--- src/rtl/ssram_arbiter_if.sv ---
`default_nettype none
// ============================================================================
// Module   : ssram_arbiter_if
// Purpose  : Bridge port A, DMA/debug port B and SRAM-side signal bundle.
// Revision : 1.0 - initial release
// ============================================================================
interface ssram_arbiter_if #(
  parameter int AW = 12
) ();
  logic [AW-1:0] a_addr;
  logic [3:0]    a_enb;
  logic [3:0]    a_wb;
  logic [31:0]   a_din;
  logic [31:0]   a_dout;

  logic          b_valid;
  logic          b_ready;
  logic [AW-1:0] b_addr;
  logic          b_write;
  logic [3:0]    b_be;
  logic [31:0]   b_wdata;
  logic          b_rvalid;
  logic [31:0]   b_rdata;

  logic [AW-1:0] sram_addr;
  logic [3:0]    sram_enb;
  logic [3:0]    sram_wb;
  logic [31:0]   sram_din;
  logic [31:0]   sram_dout;

  // Arbiter view
  modport slave (
    input  a_addr, a_enb, a_wb, a_din,
    output a_dout,
    input  b_valid, b_addr, b_write, b_be, b_wdata,
    output b_ready, b_rvalid, b_rdata,
    output sram_addr, sram_enb, sram_wb, sram_din,
    input  sram_dout
  );

  // Requesters plus RAM view
  modport master (
    output a_addr, a_enb, a_wb, a_din,
    input  a_dout,
    output b_valid, b_addr, b_write, b_be, b_wdata,
    input  b_ready, b_rvalid, b_rdata,
    input  sram_addr, sram_enb, sram_wb, sram_din,
    output sram_dout
  );
endinterface
`default_nettype wire

--- src/rtl/ssram_arbiter.sv ---
`default_nettype none
// ============================================================================
// Module   : ssram_arbiter
// Purpose  : Shares the byte-laned SSRAM between the AHB bridge (port A,
//            absolute priority, zero latency) and a FIFO-buffered port B.
//            Optional wait statistics enabled by macro SSRAM_ARB_STATS_EN.
// Revision : 1.0 - initial release
// ============================================================================
module ssram_arbiter #(
  parameter int AW      = 12,
  parameter int QD_LOG2 = 1
) (
  input  wire logic        HCLK,
  input  wire logic        HRESETn,
  ssram_arbiter_if.slave   bus,
  output logic [7:0]       stat_max_wait
);

  localparam int               c_depth   = 1 << QD_LOG2;
  localparam logic [QD_LOG2:0] c_ptr_one = 1;

  logic [AW-1:0]    r_q_addr  [c_depth];
  logic             r_q_write [c_depth];
  logic [3:0]       r_q_be    [c_depth];
  logic [31:0]      r_q_wdata [c_depth];

  logic [QD_LOG2:0]   r_wr_ptr;
  logic [QD_LOG2:0]   r_rd_ptr;
  logic               r_rvalid;
  logic [QD_LOG2-1:0] w_wr_idx;
  logic [QD_LOG2-1:0] w_rd_idx;
  logic               w_a_active;
  logic               w_empty;
  logic               w_full;
  logic               w_push;
  logic               w_pop;

  assign w_wr_idx   = r_wr_ptr[QD_LOG2-1:0];
  assign w_rd_idx   = r_rd_ptr[QD_LOG2-1:0];
  assign w_a_active = |bus.a_enb;
  assign w_empty    = (r_wr_ptr == r_rd_ptr);
  assign w_full     = (r_wr_ptr[QD_LOG2] != r_rd_ptr[QD_LOG2]) &&
                      (w_wr_idx == w_rd_idx);
  // Pointers are registered, so a command pushed this cycle cannot issue yet
  assign w_push     = bus.b_valid && !w_full;
  assign w_pop      = !w_a_active && !w_empty;

  assign bus.b_ready  = !w_full;
  assign bus.b_rvalid = r_rvalid;
  assign bus.b_rdata  = bus.sram_dout;
  assign bus.a_dout   = bus.sram_dout;

  always_ff @(posedge HCLK) begin
    if (w_push) begin
      r_q_addr[w_wr_idx]  <= bus.b_addr;
      r_q_write[w_wr_idx] <= bus.b_write;
      r_q_be[w_wr_idx]    <= bus.b_be;
      r_q_wdata[w_wr_idx] <= bus.b_wdata;
    end
  end

  always_ff @(posedge HCLK or negedge HRESETn) begin
    if (!HRESETn) begin
      r_wr_ptr <= '0;
      r_rd_ptr <= '0;
      r_rvalid <= 1'b0;
    end else begin
      if (w_push) begin
        r_wr_ptr <= r_wr_ptr + c_ptr_one;
      end
      if (w_pop) begin
        r_rd_ptr <= r_rd_ptr + c_ptr_one;
      end
      r_rvalid <= w_pop && !r_q_write[w_rd_idx];
    end
  end

  always_comb begin
    bus.sram_addr = '0;
    bus.sram_enb  = 4'h0;
    bus.sram_wb   = 4'h0;
    bus.sram_din  = 32'h0;
    if (w_a_active) begin
      bus.sram_addr = bus.a_addr;
      bus.sram_enb  = bus.a_enb;
      bus.sram_wb   = bus.a_wb;
      bus.sram_din  = bus.a_din;
    end else if (w_pop) begin
      bus.sram_addr = r_q_addr[w_rd_idx];
      bus.sram_enb  = r_q_write[w_rd_idx] ? r_q_be[w_rd_idx] : 4'hF;
      bus.sram_wb   = r_q_write[w_rd_idx] ? r_q_be[w_rd_idx] : 4'h0;
      bus.sram_din  = r_q_wdata[w_rd_idx];
    end
  end

`ifdef SSRAM_ARB_STATS_EN
  logic [7:0] r_wait_cnt;
  logic [7:0] r_max_wait;
  logic [7:0] w_wait_nxt;

  // Head waits only while A holds the RAM; any B issue restarts the count
  always_comb begin
    w_wait_nxt = r_wait_cnt;
    if (w_pop) begin
      w_wait_nxt = 8'h00;
    end else if (w_a_active && !w_empty && (r_wait_cnt != 8'hFF)) begin
      w_wait_nxt = r_wait_cnt + 8'd1;
    end
  end

  always_ff @(posedge HCLK or negedge HRESETn) begin
    if (!HRESETn) begin
      r_wait_cnt <= 8'h00;
      r_max_wait <= 8'h00;
    end else begin
      r_wait_cnt <= w_wait_nxt;
      if (w_wait_nxt > r_max_wait) begin
        r_max_wait <= w_wait_nxt;
      end
    end
  end

  assign stat_max_wait = r_max_wait;
`else
  assign stat_max_wait = 8'h00;
`endif

endmodule
`default_nettype wire
--- src/flat_wrapper.sv ---
// flat-port wrapper written by rule: the top's interface ports become plain ports
module ssram_arbiter_flat 
#(
  parameter int AW      = 12,
  parameter int QD_LOG2 = 1
)
  (HCLK, HRESETn, stat_max_wait, bus_a_addr, bus_a_enb, bus_a_wb, bus_a_din, bus_a_dout, bus_b_valid, bus_b_addr, bus_b_write, bus_b_be, bus_b_wdata, bus_b_ready, bus_b_rvalid, bus_b_rdata, bus_sram_addr, bus_sram_enb, bus_sram_wb, bus_sram_din, bus_sram_dout);
  ssram_arbiter_if #(.AW(AW)) bus_i ();
  input  wire logic HCLK;
  input  wire logic HRESETn;
  output logic [7:0] stat_max_wait;
  input wire logic [$bits(bus_i.a_addr)-1:0] bus_a_addr;
  input wire logic [$bits(bus_i.a_enb)-1:0] bus_a_enb;
  input wire logic [$bits(bus_i.a_wb)-1:0] bus_a_wb;
  input wire logic [$bits(bus_i.a_din)-1:0] bus_a_din;
  output wire logic [$bits(bus_i.a_dout)-1:0] bus_a_dout;
  input wire logic [$bits(bus_i.b_valid)-1:0] bus_b_valid;
  input wire logic [$bits(bus_i.b_addr)-1:0] bus_b_addr;
  input wire logic [$bits(bus_i.b_write)-1:0] bus_b_write;
  input wire logic [$bits(bus_i.b_be)-1:0] bus_b_be;
  input wire logic [$bits(bus_i.b_wdata)-1:0] bus_b_wdata;
  output wire logic [$bits(bus_i.b_ready)-1:0] bus_b_ready;
  output wire logic [$bits(bus_i.b_rvalid)-1:0] bus_b_rvalid;
  output wire logic [$bits(bus_i.b_rdata)-1:0] bus_b_rdata;
  output wire logic [$bits(bus_i.sram_addr)-1:0] bus_sram_addr;
  output wire logic [$bits(bus_i.sram_enb)-1:0] bus_sram_enb;
  output wire logic [$bits(bus_i.sram_wb)-1:0] bus_sram_wb;
  output wire logic [$bits(bus_i.sram_din)-1:0] bus_sram_din;
  input wire logic [$bits(bus_i.sram_dout)-1:0] bus_sram_dout;
  assign bus_i.a_addr = bus_a_addr;
  assign bus_i.a_enb = bus_a_enb;
  assign bus_i.a_wb = bus_a_wb;
  assign bus_i.a_din = bus_a_din;
  assign bus_a_dout = bus_i.a_dout;
  assign bus_i.b_valid = bus_b_valid;
  assign bus_i.b_addr = bus_b_addr;
  assign bus_i.b_write = bus_b_write;
  assign bus_i.b_be = bus_b_be;
  assign bus_i.b_wdata = bus_b_wdata;
  assign bus_b_ready = bus_i.b_ready;
  assign bus_b_rvalid = bus_i.b_rvalid;
  assign bus_b_rdata = bus_i.b_rdata;
  assign bus_sram_addr = bus_i.sram_addr;
  assign bus_sram_enb = bus_i.sram_enb;
  assign bus_sram_wb = bus_i.sram_wb;
  assign bus_sram_din = bus_i.sram_din;
  assign bus_i.sram_dout = bus_sram_dout;
  ssram_arbiter #(.AW(AW), .QD_LOG2(QD_LOG2)) u_core (.HCLK(HCLK), .HRESETn(HRESETn), .bus(bus_i), .stat_max_wait(stat_max_wait));
endmodule
--- config.mk ---
export PLATFORM = sky130hd
export DESIGN_NAME = ssram_arbiter_flat
export DESIGN_NICKNAME = d
export VERILOG_FILES = /design/src/rtl/ssram_arbiter_if.sv /design/src/rtl/ssram_arbiter.sv /design/src/flat_wrapper.sv
export SDC_FILE = /design/constraint.sdc
export NUM_CORES = 1
export LEC_CHECK = 0
export CAP_MARGIN = 20
export CELL_PAD_IN_SITES_DETAIL_PLACEMENT = 1
export CELL_PAD_IN_SITES_GLOBAL_PLACEMENT = 1
export CORE_MARGIN = 2
export CORE_UTILIZATION = 30
export DETAILED_ROUTE_END_ITERATION = 6
export GPL_TIMING_DRIVEN = 0
export PLACE_DENSITY = 0.79
export SETUP_SLACK_MARGIN = 0.4
export SLEW_MARGIN = 20
export SYNTH_ARGS = -nofsm -noshare
export SYNTH_HDL_FRONTEND = slang
export SYNTH_SLANG_ARGS = --single-unit
--- constraint.sdc ---
create_clock -name HCLK -period 3.7 [get_ports HCLK]
set_input_delay 0.555 -clock HCLK [delete_from_list [all_inputs] [get_ports HCLK]]
set_output_delay 0.555 -clock HCLK [all_outputs]
set_load 0.03 [all_outputs]
; Word-level counts from Yosys, hierarchy flattened
; Memories as Yosys holds them, arrays and structs flattened.
; Cells that the tools add are included.
[totals]
ram_bits = 98
reg_bits = 5
wordCells = 33
output_inout_bits = 126
in_bits = 136
memories = 4
[mem_list]
columns = memory, depth, width, rd, rd_clocked_by_memory_dff, write_ports, line_no
row1 = u_core.r_q_wdata, 2, 32, 1, 0, 1, ssram_arbiter.sv:25  ; logic [31:0] r_q_wdata [c_depth];
row2 = u_core.r_q_addr, 2, 12, 1, 0, 1, ssram_arbiter.sv:22  ; logic [AW-1:0] r_q_addr [c_depth];
row3 = u_core.r_q_be, 2, 4, 1, 0, 1, ssram_arbiter.sv:24  ; logic [3:0] r_q_be [c_depth];
row4 = u_core.r_q_write, 2, 1, 1, 0, 1, ssram_arbiter.sv:23  ; logic r_q_write [c_depth];
[op_classes]
n_reduce_logical = 9
addsub = 2
eq_ne = 3
muxes = 12
[ops]
columns = op, count
row1 = two-way mux 32 bit, 2
row2 = two-way mux 12 bit, 2
row3 = two-way mux 4 bit, 6
row4 = adder 2 x 1 -> 2 bit (second input constant), 2
row5 = logical AND 1 bit, 4
row6 = logical NOT 1 bit, 4
row7 = OR reduction 4 bit, 1
row8 = equality test 2 bit, 1
row9 = two-way mux 1 bit, 2
row10 = equality test 1 bit, 1
row11 = != test 1 bit, 1

; Logic depth before layout (Yosys ltp)
[logic_depth]
ltp_word = 6
ltp_mapped = 6
mapped_depth_nobuf = 3

; Least setup slack after synthesis
; Ideal clock, no wire load.
[synth_timing]
path_type = register -> register
startpoint = register u_core.r_wr_ptr[0]
endpoint = memory u_core.r_q_addr[0][0], enable pin
stages_incl_launch_ff = 4
arrival_ps = 2899
t_required_ps = 3244
setup_ps = 456
period_less_slack_ps = 3355
setup_slack_ps = 345
path_buffers = 0
path_cell_list = dfrtp_1 -> xor2_2 -> o21ai_0 -> nor2_1
[synth_via]
elab_chain_cells = 6
[synth_rtl]
columns = item, line_no
row1 = from (decl), ssram_arbiter.sv:27  ; logic [QD_LOG2:0] r_wr_ptr;
row2 = from (signal assigned), ssram_arbiter.sv:69  ; r_wr_ptr <= r_wr_ptr + c_ptr_one;
row3 = equality test 1 bit, ssram_arbiter.sv:43  ; (w_wr_idx == w_rd_idx);
row4 = logical AND 1 bit, ssram_arbiter.sv:42  ; assign w_full = (r_wr_ptr[QD_LOG2] != r_rd_ptr[QD_LOG2]) &&
row5 = logical NOT 1 bit, ssram_arbiter.sv:45  ; assign w_push = bus.b_valid && !w_full;
row6 = logical AND 1 bit, ssram_arbiter.sv:45
row7 = two-way mux 1 bit, ssram_arbiter.sv:54  ; if (w_push) begin
row8 = two-way mux 1 bit (not written as such), ssram_arbiter.sv:55  ; r_q_addr[w_wr_idx] <= bus.b_addr;
row9 = to (decl), ssram_arbiter.sv:22
; Several ways; a longest one is shown, not always the timed one.

; Worst setup path after layout
[layout_timing]
startpoint = input port bus_a_enb[1]
endpoint = output port bus_sram_wb[3]
[layout_via]
elab_chain_cells = 5
[layout_rtl]
columns = item, line_no
row1 = from (decl), flat_wrapper.sv:13  ; input wire logic [$bits(bus_i.a_enb)-1:0] bus_a_enb;
row2 = OR reduction 4 bit *, ssram_arbiter.sv:40  ; assign w_a_active = |bus.a_enb;
row3 = logical NOT 1 bit, ssram_arbiter.sv:46  ; assign w_pop = !w_a_active && !w_empty;
row4 = logical AND 1 bit, ssram_arbiter.sv:46
row5 = two-way mux 4 bit, ssram_arbiter.sv:88  ; end else if (w_pop) begin
row6 = two-way mux 4 bit *, ssram_arbiter.sv:83  ; if (w_a_active) begin
row7 = to (decl), flat_wrapper.sv:27  ; output wire logic [$bits(bus_i.sram_wb)-1:0] bus_sram_wb;
; Mark *: on every way between the ends. The rest lies on a longest branch, timed or not.

==> results.toml <==
[critical_path]
critical_path_peak_fanout = 10
worst_ep_required_time_ns = 3.14
setup.worst_path.class = "input pin to output pin"
critical_path.endpoint_type = "output pin"
worst_ep_arrival_time_ns = 2.68
path_cells = "clkdlybuf4s50_1 > or4_1 > buf_6 > buf_6 > o31ai_1 > dlygate4sd1_1"
reg2regPathDepth = 4
critical-path-max-stage-delay_ns = 0.58
path_buf_inv = 4
worst_path_max_delay_cell = "or4_1"
crit_path_start_kind = "input pin"
timing.critical_path.mode_cell = "buf_6"
cpLargestDelayFamily = "buffers and inverters"
critical_path_depth = 6

[timing]
worst_margin_slew_ns = 0.627
final.period_utilization_pct = 87.4
post-route-min-period_ns = 3.24
rsz_0062_raised_after_global_routing = "no"
max_clock_freq_mhz = 309
clock_skew_ns = 0.00742
final_hold_viol_count = 0
post-route-worst-setup-slack_ns = 0.464
setup-tns-final_ns = 0
final_max_slew_viol_count = 0
setup-violations-final = 0
slew_headroom_pct = 58.1

[layout]
n_antenna_cell = 0
seq_area_um2 = 3070
flow.area_growth_from_synthesis_pct = 56.5
final_layout_size_suffix_gt1_share_pct = 20.2
layout_commonest_cell = "clkdlybuf4s50_1"
num-nets-final = 751
layoutNonFillerInstCount = 840
fill_cells = 1731
final_cell_mix = "clkdlybuf4s50_1 (173), edfxtp_1 (98), buf_4 (72), nand2_1 (49), mux2i_1 (48)"
multiInputGateArea_um2 = 1320

[power]
total_power_uw = 4630
leakagePower_uw = 0.00320
peakVddDrop_mv = 0.282
powerDensity_nw_per_um2 = 584

[floorplan]
width_of_the_die_um = 134
row_count = 47
initial_core_util_pct = 30.7
die-height_um = 134
core_region_area_um2 = 16500
dieArea_um2 = 18000
boundaryPins = 262

[outcome]
outcome = "complete, no violations"

[synth]
ys.flop_type = "edfxtp_1"
mappedNetlistArea_um2 = 5070
post_synth_num_cell_types = 25
cell_taking_the_most_area_after_synthesis = "edfxtp_1"
syn_area_per_cell_um2 = 13.6
synth_sequential_area_ratio_pct = 60.5
area_share_of_the_largest_cell_type_after_synthesis_pct = 58.1
leading_post_synthesis_cells_by_cell_area = "edfxtp_1 (58%), buf_4 (11%), mux2i_1 (9.5%)"
synthArstFlopShare_pct = 4.85
ys_seq_elements = 103
syn_inst = 373
number_of_enable_flip_flop_cells_after_synthesis = 98
yosysWarningCount = 0

[clock_network]
cts_buffer_depth = 2
cts_hold_buf = 0
postCtsSetupRepairBufs = 0
cts.sinks = 103
tritoncts_clock_tree = "built"
clk_pin_slew_ns = 0.07
insertion_delay_ns = 0.34
numCtsBuffers = 9
cts.root.buffer_cell = "clkbuf_16"
htreeDepth = 3

[global_routing]
grt.total_usage_pct = 16.9
maximum_number_of_pins_on_one_net_before_global_route_repair = 26
first_global_vias = 4082
number_of_antenna_violations_at_the_first_check_in_global_routing = 0
grt_util_met3_pct = 4.16
grt-busiest-layer = "met2"
wire_length_of_the_first_global_routing_pass_um = 22900
gr-usage-met2_pct = 31.7
overflow = 0
gr_util_met1_pct = 18.4

[placement]
port-buffer-count = 221
detailed_place_hpwl_um = 12000
post-place-cells = 824
pre_cts_setup_slack_ns = 0.153
finalWeightedCongestion = 0.833

[drt]
routed_via_density = 4.54
antenna_left = 0
vias = 3817
routed_wl_um = 15200
detail_route.iter0.violations = 104
drt_pass1_iterations = 6
detail_route.drc_violations = 0
avgRoutedWirePerCell_um = 18.1

[min_path]
min-delay-path-class = "input pin to async pin"

[run]
drv.max_cap_violation_count = 0
## kinds of logic (layout without fill, tap and decap cells)
logic type	after synthesis	count (layout)	share of synthesized area, %
xor gates and xnor gates	7	7	1.36
buffers and inverters	95	335	14.2
AOI/OAI and AO/OA	61	61	9.65
other	1	8	0.0740
and+or+nand+nor	57	57	4.44
DFF	103	103	60.5
muxes	49	49	9.70
## per-layer routing
layer / vias up / part of all wire (%)
met5: - / 0
met4: 0 / 2.4
met3: 19 / 6.8
met2: 173 / 53
met1: 1841 / 38
li1: 1784 / -
## report_power, final
group / switching, µW / leakage, µW / internal, µW
clock network: 436 / 0.000160 / 603
logic: 1110 / 0.00206 / 682
registers: 112 / 0.000971 / 1690
total: 1660 / 0.00320 / 2970
## flip-flops by register name, indices dropped and copies added, names as in the netlist
register             flops
u_core.r_rd_ptr          2
u_core.r_wr_ptr          2
u_core.r_q_wdata        64
u_core.r_q_write         2
u_core.bus.b_rvalid      1
u_core.r_q_addr         24
u_core.r_q_be            8
## path summary, 6_finish.rpt
check | slack (ns) | to | startpoint
min in group HCLK | 0.55 | u_core.r_rd_ptr[1]$_DFFE_PN0P_ | u_core.r_rd_ptr[1]$_DFFE_PN0P_
hold / removal | 0.43 | u_core.r_rd_ptr[1]$_DFFE_PN0P_ | HRESETn
hold reg to reg | 0.55 | u_core.r_rd_ptr[1]$_DFFE_PN0P_ | u_core.r_rd_ptr[1]$_DFFE_PN0P_
setup / recovery | 0.46 | bus_sram_wb[3] | bus_a_enb[1]
setup reg to reg | 1.54 | u_core.r_q_wdata[1][31]$_DFFE_PP_ | u_core.r_wr_ptr[0]$_DFFE_PN0N_
max in group asynchronous | 3.06 | u_core.r_rd_ptr[0]$_DFFE_PN0P_ | HRESETn
## through the flow
stage,instance area (µm²),util [%],hold slack (ns)
final,7930,48.0,0.434
after global routing,7930,48.0,0.449
after CTS,7930,48.0,0.430
after detailed placement,7660,46.3,0.543
after global placement,7580,45.9,0.516
after floorplan,5100,-,0.259
## worst reg2reg max path, delay by kind of cell, from the launching register on
family          cells  cell delay [ns]
compound gates      1             0.23
xor+xnor            1             0.35
buf+inv             2             0.78
flops               1             0.48
## cell type report
class,count,area share (%)
Sequential cell,103,38.7
Timing Repair Buffer,224,28.0
Multi-Input combinational cell,182,16.6
Buffer,93,9.01
Tap cell,220,3.47
Clock buffer,9,2.84
Clock inverter,7,1.28
Inverter,2,0.0947
## timing repair
action                     CTS  global route
cloned                       0             0
setup endpoints to repair   48             8
gates resized for setup     48            13
pin swaps                    0             0
## Yosys cell counts (2+ instances only)
master     n
edfxtp_1  98
buf_4     72
nand2_1   49
mux2i_1   48
o31ai_1   40
buf_6     11
buf_2     10
o31ai_2    8
dfrtp_1    5
xnor2_1    5
nor2_1     4
o21bai_1   4
o22ai_1    3
inv_1      2
nand2b_1   2
o211ai_1   2
o21ai_0    2
(Power assumes the default switching activity.)
